==> src/rtl/hazard_stall_controller.sv <==
// Central pipeline-control block for the 5-stage MIPS pipeline.
// It decides stalls, flushes and memory-wait freezes, and keeps
// saturating performance counters.
//
// Ports:
//   clock, reset       rising-edge clock, async active-high reset
//   id_*               source operands and branch/jump of ID
//   ex_*, mem_*        write/load controls and destinations of EX, MEM
//   dmem_req/ready     data-memory access handshake from MEM
//   pc_write           PC enable
//   if_id_write        IF/ID enable
//   if_id_flush        clear IF/ID to a NOP
//   id_ex_bubble       zero the ID/EX control bits
//   pipe_freeze        hold ID/EX, EX/MEM and MEM/WB
//   *_cnt              stall / flush / memory-wait cycle counters
module hazard_stall_controller #(
    parameter int REG_ADDR_W   = 5,
    parameter int CNT_W        = 16,
    parameter int BRANCH_IN_ID = 1
) (
    input  logic                  clock,
    input  logic                  reset,
    input  logic [REG_ADDR_W-1:0] id_rs,
    input  logic [REG_ADDR_W-1:0] id_rt,
    input  logic                  id_uses_rs,
    input  logic                  id_uses_rt,
    input  logic                  id_branch,
    input  logic                  id_branch_taken,
    input  logic                  id_jump,
    input  logic                  ex_regwrite,
    input  logic                  ex_memread,
    input  logic [REG_ADDR_W-1:0] ex_dest,
    input  logic                  mem_regwrite,
    input  logic                  mem_memread,
    input  logic [REG_ADDR_W-1:0] mem_dest,
    input  logic                  dmem_req,
    input  logic                  dmem_ready,
    output logic                  pc_write,
    output logic                  if_id_write,
    output logic                  if_id_flush,
    output logic                  id_ex_bubble,
    output logic                  pipe_freeze,
    output logic [CNT_W-1:0]      stall_cnt,
    output logic [CNT_W-1:0]      flush_cnt,
    output logic [CNT_W-1:0]      memwait_cnt
);

    typedef enum logic {
        RUN,
        MEM_WAIT
    } state_t;

    localparam logic             BID = (BRANCH_IN_ID != 0);
    localparam logic [CNT_W-1:0] ONE = {{(CNT_W-1){1'b0}}, 1'b1};
    localparam logic [CNT_W-1:0] MAX = {CNT_W{1'b1}};

    state_t state;
    state_t state_nxt;

    logic uses_ex;
    logic uses_mem;
    logic h1;
    logic h2;
    logic h3;
    logic hz;
    logic frz;
    logic redirect;

    // A write to $0 is discarded, so it can never be a producer.
    assign uses_ex = (ex_dest != '0) &&
                     ((id_uses_rs && id_rs == ex_dest) ||
                      (id_uses_rt && id_rt == ex_dest));
    assign uses_mem = (mem_dest != '0) &&
                      ((id_uses_rs && id_rs == mem_dest) ||
                       (id_uses_rt && id_rt == mem_dest));

    assign h1 = ex_memread && uses_ex;
    assign h2 = BID && id_branch && ex_regwrite &&
                !ex_memread && uses_ex;
    assign h3 = BID && id_branch && mem_memread && uses_mem;
    assign hz = h1 || h2 || h3;

    // mem_regwrite only matters to forwarding; loads in MEM are
    // caught through mem_memread.
    logic unused_mem_rw;
    assign unused_mem_rw = mem_regwrite;

    assign frz = !dmem_ready &&
                 ((state == MEM_WAIT) || dmem_req);

    assign redirect = (id_branch && id_branch_taken) || id_jump;

    always_comb begin
        state_nxt = state;
        unique case (state)
            RUN:      if (dmem_req && !dmem_ready) state_nxt = MEM_WAIT;
            MEM_WAIT: if (dmem_ready)              state_nxt = RUN;
        endcase
    end

    always_comb begin
        pc_write     = 1'b0;
        if_id_write  = 1'b0;
        if_id_flush  = 1'b0;
        id_ex_bubble = 1'b0;
        pipe_freeze  = 1'b0;
        if (!reset) begin
            if (frz) begin
                pipe_freeze = 1'b1;
            end else if (hz) begin
                id_ex_bubble = 1'b1;
            end else begin
                pc_write    = 1'b1;
                if_id_write = 1'b1;
                if_id_flush = redirect;
            end
        end
    end

    always_ff @(posedge clock or posedge reset) begin
        if (reset) begin
            state <= RUN;
        end else begin
            state <= state_nxt;
        end
    end

    always_ff @(posedge clock or posedge reset) begin
        if (reset) begin
            stall_cnt   <= '0;
            flush_cnt   <= '0;
            memwait_cnt <= '0;
        end else begin
            if (hz && !frz && stall_cnt != MAX)
                stall_cnt <= stall_cnt + ONE;
            if (if_id_flush && flush_cnt != MAX)
                flush_cnt <= flush_cnt + ONE;
            if (frz && memwait_cnt != MAX)
                memwait_cnt <= memwait_cnt + ONE;
        end
    end

endmodule

==> config.mk <==
export PLATFORM = sky130hd
export DESIGN_NAME = hazard_stall_controller
export DESIGN_NICKNAME = d
export VERILOG_FILES = /design/src/rtl/hazard_stall_controller.sv
export SDC_FILE = /design/constraint.sdc
export NUM_CORES = 1
export LEC_CHECK = 0
export CAP_MARGIN = 40
export CORE_ASPECT_RATIO = 1.5
export CORE_MARGIN = 4
export CORE_UTILIZATION = 50
export CTS_BUF_LIST = sky130_fd_sc_hd__clkbuf_16
export CTS_CLUSTER_SIZE = 16
export DETAILED_ROUTE_END_ITERATION = 7
export GPL_ROUTABILITY_DRIVEN = 0
export PLACE_DENSITY = 0.84
export SLEW_MARGIN = 20
export SYNTH_ARGS = -nofsm -noshare
export SYNTH_HDL_FRONTEND = slang
export SYNTH_SLANG_ARGS = --single-unit
==> constraint.sdc <==
create_clock -name clock -period 3.3 [get_ports clock]
set_input_delay 0.495 -clock clock [delete_from_list [all_inputs] [get_ports clock]]
set_output_delay 0.495 -clock clock [all_outputs]
set_load 0.01 [all_outputs]
==> impl_metrics.py <==
metrics = {
    "run_status": {
        "outcome": "finished clean",
    },
    "setup_path": {
        "critPathLaunchType": "input pin",
        "cp-end-kind": "primary output",
        "reg2reg_depth": 6,
        "crit_type": "in -> out",
        "cp_max_fo": 17,
        "critPathArrivalTime_ps": 2640,
        "cp.required_ps": 2800,
    },
    "timing": {
        "tns_ps": 0,
        "worst_pin_slew_ps": 618,
        "worst_slack_ps": 166,
        "fin_crit_sh": 0.950,
        "setup_viol": 0,
        "fmax_mhz": 319,
        "rsz0062_at_grt": "false",
        "min_period_ps": 3130,
        "hold_ws_ps": 493,
        "slew_headroom": 0.588,
        "finalClockSkew_ps": 5.81,
        "slew_violations": 0,
        "hold_viol": 0,
    },
    "synthesis": {
        "synth_cells": 257,
        "ys_top_cells_by_area": "dfrtp_1 (46%), xnor2_1 (16%), xor2_1 (4.3%)",
        "yosys.area.top_type": "dfrtp_1",
        "synth.cell_area_mm2": 0.00267,
        "syn-num-nets": 293,
        "ys_seq_elements": 49,
        "synth-edff-count": 0,
        "seq_area_frac_synth": 0.459,
        "synth_top_area_frac": 0.459,
        "synth_warnings": 0,
        "avgSynthCellArea_um2": 10.4,
        "synth_cell_type_count": 42,
        "ys.flop_type": "dfrtp_1",
        "async_flop_share": 1.00,
    },
    "die": {
        "dieArea_mm2": 0.00659,
        "die_w_um": 67.7,
        "die_y_um": 97.5,
        "initial_utilization": 0.517,
        "core-area_mm2": 0.00516,
        "num_io_pins": 86,
        "fp-row-count": 32,
    },
    "pwr": {
        "p_leak_nw": 1.60,
        "p_per_area_mw_per_mm2": 487,
        "p_seq_frac": 0.441,
        "pwr-share-clk": 0.270,
        "p_sw_frac": 0.304,
        "total_power_w": 0.00183,
        "peakVddDrop_v": 0.000593,
        "p_int_w": 0.00128,
        "switching_power_w": 0.000558,
        "combPwrFrac": 0.289,
    },
    "placement": {
        "io_buffers": 84,
        "dpl.hpwl_mm": 4.86,
        "preCtsSetupSlack_ps": 69.2,
    },
    "layout": {
        "final_cell_mix": "clkdlybuf4s50_1 (83), xnor2_1 (49), dfrtp_1 (49)",
        "multi_input_area_mm2": 0.00138,
        "area_growth_syn_to_layout_pct": 41.2,
        "layout.nets": 387,
        "final_common_cell": "clkdlybuf4s50_1",
        "regArea_mm2": 0.00123,
        "fillCellCount": 365,
        "n_antenna_cell": 0,
        "drive_gt1_frac": 0.0739,
        "final_core_utilization": 0.729,
    },
    "detailed_routing": {
        "detail_route.vias_per_cell": 5.35,
        "wl_per_cell_um": 15.1,
        "routed_wl_mm": 6.35,
        "drc_errors": 0,
        "first_iter_violations": 93,
        "postRouteAntennaNets": 0,
        "vias": 2249,
        "drtPass1Iterations": 4,
    },
    "clock_network": {
        "cts_setup_buffers": 0,
        "clk_pin_slew_ps": 60,
        "holdBufCountCts": 0,
        "cts_buffer_depth": 2,
        "clk_latency_ps": 290,
        "htreeDepth": 2,
        "clkSinkCount": 49,
        "cts_tree": "done",
        "cts_buffers": 5,
        "cts-root-buf": "clkbuf_16",
        "cts_resized": 0,
    },
    "grt": {
        "grt_pass1_wl_mm": 10.6,
        "grt_use_total": 0.203,
        "overflow": 0,
        "antenna_found_initial": 0,
        "first_global_vias": 2360,
        "grt_max_degree": 50,
    },
    "worst_hold_path": {
        "hold_depth": 1,
        "hp-class": "reg -> reg",
    },
    "flow_run": {
        "max_cap_violations": 0,
    },
}
metrics by stage:
step / instances / area [µm²]
6_report: 420 / 3770
3_5_place_dp: 412 / 3620
4_1_cts: 420 / 3760
5_1_grt: 420 / 3770
2_1_floorplan: 257 / 2670
3_3_place_gp: 412 / 3620
synth_stat cells, drive strengths merged, types with 2 or more instances:
cell,instances
a21oi,6
a31oi,2
and2,4
and3,8
and4,3
buf,4
dfrtp,49
ha,3
inv,9
mux2,5
nand2,20
nand2b,2
nand3,16
nand4,18
nand4b,4
nor2,14
nor3,8
nor4,3
nor4b,3
o22ai,2
xnor2,49
xor2,13
sequential cells by signal (all words and copies together), names as in the netlist:
signal / count
flush_cnt: 16
memwait_cnt: 16
stall_cnt: 16
state: 1
power groups by stage:
stage,logic (W),registers [W],clock network [W]
5_1_grt,0.000575,0.000826,0.000526
2_1_floorplan,0.000213,0.000836,0
6_report,0.000530,0.000808,0.000495
4_1_cts,0.000539,0.000806,0.000503
3_5_place_dp,0.000536,0.000813,0
3_3_place_gp,0.000522,0.000814,0
path summary, 6_finish.rpt:
kind / to / startpoint / slack [ps]
worst max-delay path: id_ex_bubble / mem_dest[0] / 170
worst min-delay path: stall_cnt[6]$_DFFE_PP0P_ / stall_cnt[6]$_DFFE_PP0P_ / 490
worst max register to register: flush_cnt[13]$_DFFE_PP0P_ / flush_cnt[10]$_DFFE_PP0P_ / 1200
worst min register to register: stall_cnt[6]$_DFFE_PP0P_ / stall_cnt[6]$_DFFE_PP0P_ / 490
max in group asynchronous: flush_cnt[12]$_DFFE_PP0P_ / reset / 2110
min in group asynchronous: flush_cnt[5]$_DFFE_PP0P_ / reset / 750
routing by layer:
layer | up-vias | global-route usage | share of wire
li1 | 1093 | - | -
met4 | 0 | 0.0609 | 0.014
met3 | 6 | 0.0521 | 0.054
met1 | 1084 | 0.240 | 0.40
met2 | 66 | 0.350 | 0.53
met5 | - | 0 | 0
final cells by class:
class / instances / area share
clock buffers: 5 / 0.0332
clock inverters: 3 / 0.00465
well taps: 68 / 0.0226
flip-flops and latches: 49 / 0.325
inverters: 9 / 0.00897
repair buffers: 92 / 0.240
multi-input cells: 194 / 0.365
kinds of logic after synthesis:
logic type	after synthesis	synth area share
buffers and inverters	14	0.0248
DFF	49	0.459
and+or+nand+nor	109	0.228
muxes	5	0.0225
adders and majority gates	3	0.0141
xor gates and xnor gates	62	0.203
AOI/OAI and AO/OA	15	0.0474
critical path: stages:
cell             delay [ps]
clkdlybuf4s50_1         430
or3_1                   400
o311a_1                 330
a22oi_4                 190
buf_4                   240
nor2_1                   80
clkdlybuf4s50_1         480
Power figures use the tool's default switching activity.
